### config.mk
export PLATFORM = sky130hd
export DESIGN_NAME = csa_issue_ctrl
export DESIGN_NICKNAME = d
export VERILOG_FILES = /design/src/rtl/csa_issue_ctrl.sv
export SDC_FILE = /design/constraint.sdc
export NUM_CORES = 1
export LEC_CHECK = 0
export CAP_MARGIN = 25
export CORE_ASPECT_RATIO = 1.25
export CORE_MARGIN = 2
export CORE_UTILIZATION = 48
export DETAILED_ROUTE_END_ITERATION = 8
export PLACE_DENSITY = 0.82
export SLEW_MARGIN = 20
export SYNTH_ARGS = -nofsm -noshare
export SYNTH_HDL_FRONTEND = slang
export SYNTH_SLANG_ARGS = --single-unit
### constraint.sdc
create_clock -name clock -period 3.5 [get_ports clock]
set_input_delay 0.35 -clock clock [delete_from_list [all_inputs] [get_ports clock]]
set_output_delay 0.35 -clock clock [all_outputs]
set_load 0.01 [all_outputs]
### src/rtl/csa_issue_ctrl.sv
// Issue/return controller for a fixed-latency carry-select adder: registers operands,
// tracks in-flight operations and buffers results in a credit-protected FIFO.
module csa_issue_ctrl #(
  parameter int unsigned WIDTH = 64,
  parameter int unsigned LAT   = 2,
  parameter int unsigned DEPTH = 4
) (
  input  logic             clock,
  input  logic             reset,
  input  logic             in_valid,
  output logic             in_ready,
  input  logic [WIDTH-1:0] in_op1,
  input  logic [WIDTH-1:0] in_op2,
  output logic [WIDTH-1:0] add_op1,
  output logic [WIDTH-1:0] add_op2,
  input  logic [WIDTH-1:0] add_sum,
  input  logic             add_crout,
  output logic             out_valid,
  input  logic             out_ready,
  output logic [WIDTH-1:0] out_sum,
  output logic             out_crout,
  output logic             busy
);

  localparam int unsigned AW = (DEPTH > 1) ? $clog2(DEPTH) : 1;
  localparam int unsigned CW = $clog2(DEPTH + 1);

  typedef struct packed {
    logic             crout;
    logic [WIDTH-1:0] sum;
  } result_t;

  result_t       mem [DEPTH];
  logic [LAT:0]  vpipe;
  logic [AW-1:0] wr_ptr;
  logic [AW-1:0] rd_ptr;
  logic [CW-1:0] occ;
  logic [CW-1:0] cnt;
  logic          accept;
  logic          pop;
  logic          wr_en;

  // Credits cover in-flight plus buffered results, so a write never finds the FIFO full.
  assign in_ready  = (cnt < CW'(DEPTH));
  assign accept    = in_valid && in_ready;
  assign out_valid = (occ != '0);
  assign pop       = out_valid && out_ready;
  assign wr_en     = vpipe[LAT];
  assign busy      = (cnt != '0);
  assign out_sum   = mem[rd_ptr].sum;
  assign out_crout = mem[rd_ptr].crout;

  // Operand registers feeding the adder; hold when nothing is accepted.
  always_ff @(posedge clock) begin
    if (reset) begin
      add_op1 <= '0;
      add_op2 <= '0;
    end else if (accept) begin
      add_op1 <= in_op1;
      add_op2 <= in_op2;
    end
  end

  // Valid shadow of the adder pipeline (LAT must be at least 1).
  always_ff @(posedge clock) begin
    if (reset) begin
      vpipe <= '0;
    end else begin
      vpipe <= {vpipe[LAT-1:0], accept};
    end
  end

  always_ff @(posedge clock) begin
    if (reset) begin
      cnt <= '0;
    end else begin
      case ({accept, pop})
        2'b10:   cnt <= cnt + CW'(1);
        2'b01:   cnt <= cnt - CW'(1);
        default: cnt <= cnt;
      endcase
    end
  end

  // FIFO bookkeeping; pointers wrap naturally because DEPTH is a power of two.
  always_ff @(posedge clock) begin
    if (reset) begin
      wr_ptr <= '0;
      rd_ptr <= '0;
      occ    <= '0;
    end else begin
      if (wr_en) begin
        wr_ptr <= wr_ptr + AW'(1);
      end
      if (pop) begin
        rd_ptr <= rd_ptr + AW'(1);
      end
      case ({wr_en, pop})
        2'b10:   occ <= occ + CW'(1);
        2'b01:   occ <= occ - CW'(1);
        default: occ <= occ;
      endcase
    end
  end

  always_ff @(posedge clock) begin
    if (wr_en) begin
      mem[wr_ptr] <= '{crout: add_crout, sum: add_sum};
    end
  end

endmodule

**After elaboration in Yosys (flattened, before gate mapping)**

Memories as Yosys holds them, arrays and structs flattened. A register that Yosys moved wholly into a read port is not among the register bits.
Cells that the tools add are included.

- Mux-type cells: 6
- Equal/unequal tests: 4
- $add $sub $neg: 6
- Magnitude comparators: 1
- Reduce and logical (&&, ||, !) cells: 6

Operators by type and width:

| cell | count |
|---|---|
| $pmux 3 s2 | 2 |
| $add 3x1->3 const B | 2 |
| $reduce_bool 3->1 | 2 |
| $sub 3x1->3 const B | 2 |
| $add 2x1->2 const B | 2 |
| $eq 2x1->1 const B | 2 |
| $eq 2x2->1 const B | 2 |
| $mux 2 | 2 |
| $reduce_bool 2->1 | 2 |
| $lt 3x3->1 const B | 1 |
| $logic_and 1x1->1 | 2 |
| $mux 1 | 2 |

- Flip-flop bits (word level): 141
- Memories kept: 1
- Bits of input ports: 197
- Bits in writable memories: 260

Memories:

| memory | depth | width | rd ports | clocked after memory_dff | write ports | line | text |
|---|---|---|---|---|---|---|---|
| mem | 4 | 65 | 1 | 1 | 1 | 33 | `result_t mem [DEPTH];` |

**Longest topological paths before layout**

- Word-level depth: 4
- Depth in mapped cells: 9
- Gate-level depth less buffers: 8

**Worst setup path before layout**

OpenSTA, ideal clock, no wires.

- Path kind: register -> register
- Start: register wr_ptr[0]
- End: memory mem[0][0] in the netlist's numbering (enable)
- Stages on the path, launching flop included: 4
- Period minus slack after synthesis: 2.500 ns
- Arrival time: 2.070 ns
- Path slack: 1.000 ns
- Path through: dfxtp_1 -> inv_1 -> ha_1 -> and2_1

RTL lines:

| item | line | text |
|---|---|---|
| start: declaration | 35 | `logic [AW-1:0] wr_ptr;` |
| start signal: assignment | 93 | `wr_ptr <= wr_ptr + AW'(1);` |
| end: declaration | 33 |  |

No word-level cell before the write port.

==> impl_metrics.yaml <==
logic_synthesis:
  syn_inst: 968
  synth_compound_area_share_pct: 4.75
  yosys.area_share.simple_pct: 7.43
  synth_top_area_share_pct: 53.9
  synth-seq-cells: 403
  synth_edf_count: 260
  synth-main-ff-cell: "edfxtp_1"
  syn_avg_cell_area_um2: 15.0
  synth_top_area_cell: "edfxtp_1"
  synth.area.top_cells: "edfxtp_1 54%, dfxtp_1 20%, mux4_2 10%, nand2_1 6.6%, a21oi_1 4.6%"
  synth-warning-count: 0
  yosysSeqAreaShare_pct: 73.7
  synth_cell_types: 27
  synthAdderAreaFrac_pct: 0.795
  synthMuxAreaShare_pct: 10.2
  syn_nets: 1173
  synthXorXnorAreaFrac_pct: 0.423
  synth_top_family_by_area: "multiplexers"
  netlist_area_um2: 14500
  synthArstFlopShare_pct: 0
sta:
  relSlewSlack_pct: 31.5
  fin_crit_sh_pct: 82.2
  timing.final.ws_setup_ns: 0.623
  hold_viol: 0
  setup_tns_ns: 0
  skew_ns: 0.0204
  worstMarginPinSlew_ns: 1.03
  maxSlewViolCount: 0
  fin_crit_ns: 2.88
  fmax_ghz: 0.348
  finalSetupViolCount: 0
  rsz0062_at_grt: "false"
cts:
  cts_tree: "built"
  htreeDepth: 2
  cts_root_buffer: "clkbuf_16"
  post-cts-setup-buffers: 0
  ctsHoldBuffers: 0
  clk_pin_slew_worst_paths_ns: 0.07
  clock_sinks: 403
  clk_latency_ns: 0.53
  cts_resized: 0
  cts_inserted_buffers: 39
  clockBufferDepth: 3
setup_path:
  cp_max_fo: 20
  reg2reg_depth: 8
  endpoint: "out_sum[50]"
  required_ns: 3.15
  worst-setup-path-type: "reg -> out"
  cp-end-kind: "output pin"
  reg2reg_slack_ns: 1.37
  start_kind: "flip-flop"
  arrival_ns: 2.53
  worstReg2RegEnd: "cnt[2]$_SDFFE_PP0P_"
  crit-reg2reg-launch: "cnt[2]$_SDFFE_PP0P_"
status:
  status: "finished, final reports clean"
grt:
  use_met2_pct: 39.1
  grt_pass1_wl_mm: 57.0
  grt_max_degree: 129
  grt_pass1_vias: 9485
  antenna_found_initial: 16
  grt_use_met3_pct: 11.7
  grt_util_met1_pct: 28.2
  overflow: 0
  track_usage_pct: 24.0
  grt.busiest_layer: "met2"
floorplan:
  dieArea_um2: 31600
  die_w_um: 159
  start_util_pct: 48.4
  die_h_um: 198
  rows: 71
  fp.coreArea_um2: 29900
  io_pins: 393
flow_run:
  cap_violations: 0
routing:
  drtIter0Drc: 547
  viasPerCell: 5.21
  finalWirelength_mm: 38.4
  route.vias.total: 9334
  wl_per_cell_um: 21.5
  remaining_drc_errors: 0
  ant_nets: 0
  drt-pass1-iter-count: 4
min_path:
  hold_path.class: "in -> reg"
finish:
  drive_above_1_share_pct: 10.1
  fillers: 2100
  fin_nets: 1558
  area_growth_pct: 37.9
power:
  totalPowerFinal_uw: 10900
  p_per_area_nw_per_um2: 547
  ir_drop_mv: 0.475
  power_leakage_uw: 0.00675
placed_design:
  post-place-ws_ns: 0.955
  io_buffers: 392
  gp_congestion: 0.872
  dp_hpwl_mm: 26.0
cells in the final DEF (no fill, tap or decap), types with 2 or more instances in the layout:
| master | instances |
|---|---|
| clkdlybuf4s50_1 | 391 |
| edfxtp_1 | 260 |
| nand2_1 | 256 |
| dfxtp_1 | 141 |
| a21oi_1 | 132 |
| mux4_2 | 65 |
| clkbuf_16 | 40 |
| nor2_1 | 12 |
| inv_1 | 10 |
| diode_2 | 8 |
| clkinv_1 | 8 |
| clkinv_2 | 7 |
| ha_1 | 6 |
| buf_4 | 6 |
| xor2_1 | 5 |
| clkbuf_1 | 5 |
| buf_12 | 5 |
| and2_4 | 4 |
| or3_1 | 3 |
| bufinv_16 | 3 |
| clkbuf_8 | 3 |
| nor2b_1 | 2 |
| xnor2_1 | 2 |
| o21ai_0 | 2 |
| fa_1 | 2 |
| inv_6 | 2 |
critical path, cell delays in order, from the launching register on:
cell	delay [ns]
dfxtp_4	0.62
buf_4	0.30
mux4_2	0.55
clkdlybuf4s50_1	0.52
cell families after synthesis:
logic type / after synthesis
AOI/OAI and AO/OA: 136
xor gates and xnor gates: 7
adders and majority gates: 8
buffers and inverters: 69
DFF: 403
muxes: 66
and+or+nand+nor: 279
Yosys cell counts, types with 2 or more instances:
cell type,count
dfxtp_1,143
ha_1,6
xnor2_1,2
a21oi_1,132
nor2_1,12
inv_1,10
buf_2,34
edfxtp_1,260
nor2b_1,2
o21ai_0,2
fa_1,2
buf_1,4
nand2_1,256
buf_12,5
or3_1,3
clkbuf_1,13
xor2_1,5
mux4_2,65
and2_1,4
registers in the layout, indices dropped and copies added (netlist names), named ones only:
| register | flops |
|---|---|
| vpipe | 3 |
| add_op2 | 64 |
| occ | 3 |
| cnt | 3 |
| rd_ptr | 2 |
| wr_ptr | 2 |
| add_op1 | 64 |
| mem | 260 |
report_power, final:
part / switching (uW) / internal, uW
Combinational: 675 / 856
Clock: 1700 / 2380
Sequential: 107 / 5210
per-layer routing:
| metal | vias to the layer above | routed length [um] |
|---|---|---|
| li1 | 4281 | - |
| met2 | 419 | 18600 |
| met4 | 12 | 981 |
| met5 | - | 69 |
| met1 | 4554 | 14300 |
| met3 | 68 | 4520 |
metrics by stage:
stage	utilization [%]	hold slack, ns	cell area (um2)	instances
2_1_floorplan	-	0.414	14500	968
3_3_place_gp	62.5	0.418	18700	1713
3_5_place_dp	62.5	0.428	18700	1713
4_1_cts	66.6	0.339	20000	1782
5_1_grt	66.7	0.356	20000	1785
6_report	66.7	0.364	20000	1790
how the worst min path moves through the flow:
stage | from | to | slack [ns] | cells past startpoint
after floorplan | vpipe[0]$_SDFF_PP0_ | vpipe[1]$_SDFF_PP0_ | 0.41 | 1
after global placement | vpipe[0]$_SDFF_PP0_ | vpipe[1]$_SDFF_PP0_ | 0.42 | 1
after detailed placement | vpipe[0]$_SDFF_PP0_ | vpipe[1]$_SDFF_PP0_ | 0.43 | 1
after CTS | in_op1[39] | add_op1[39]$_SDFFE_PP0P_ | 0.34 | 3
after global routing | in_op2[12] | add_op2[12]$_SDFFE_PP0P_ | 0.36 | 3
final | in_op2[19] | add_op2[19]$_SDFFE_PP0P_ | 0.36 | 3
cell type report:
class,count,area (um2),area share (%)
clock buffers,48,1060,5.31
multi-input cells,496,3430,17.2
diodes,8,20.0,0.100
inverters,11,43.8,0.219
well taps,401,502,2.51
clock inverters,21,181,0.908
flip-flops and latches,403,10700,53.5
repair buffers,402,4060,20.3
Note: power is estimated with default switching activity, not from simulation.
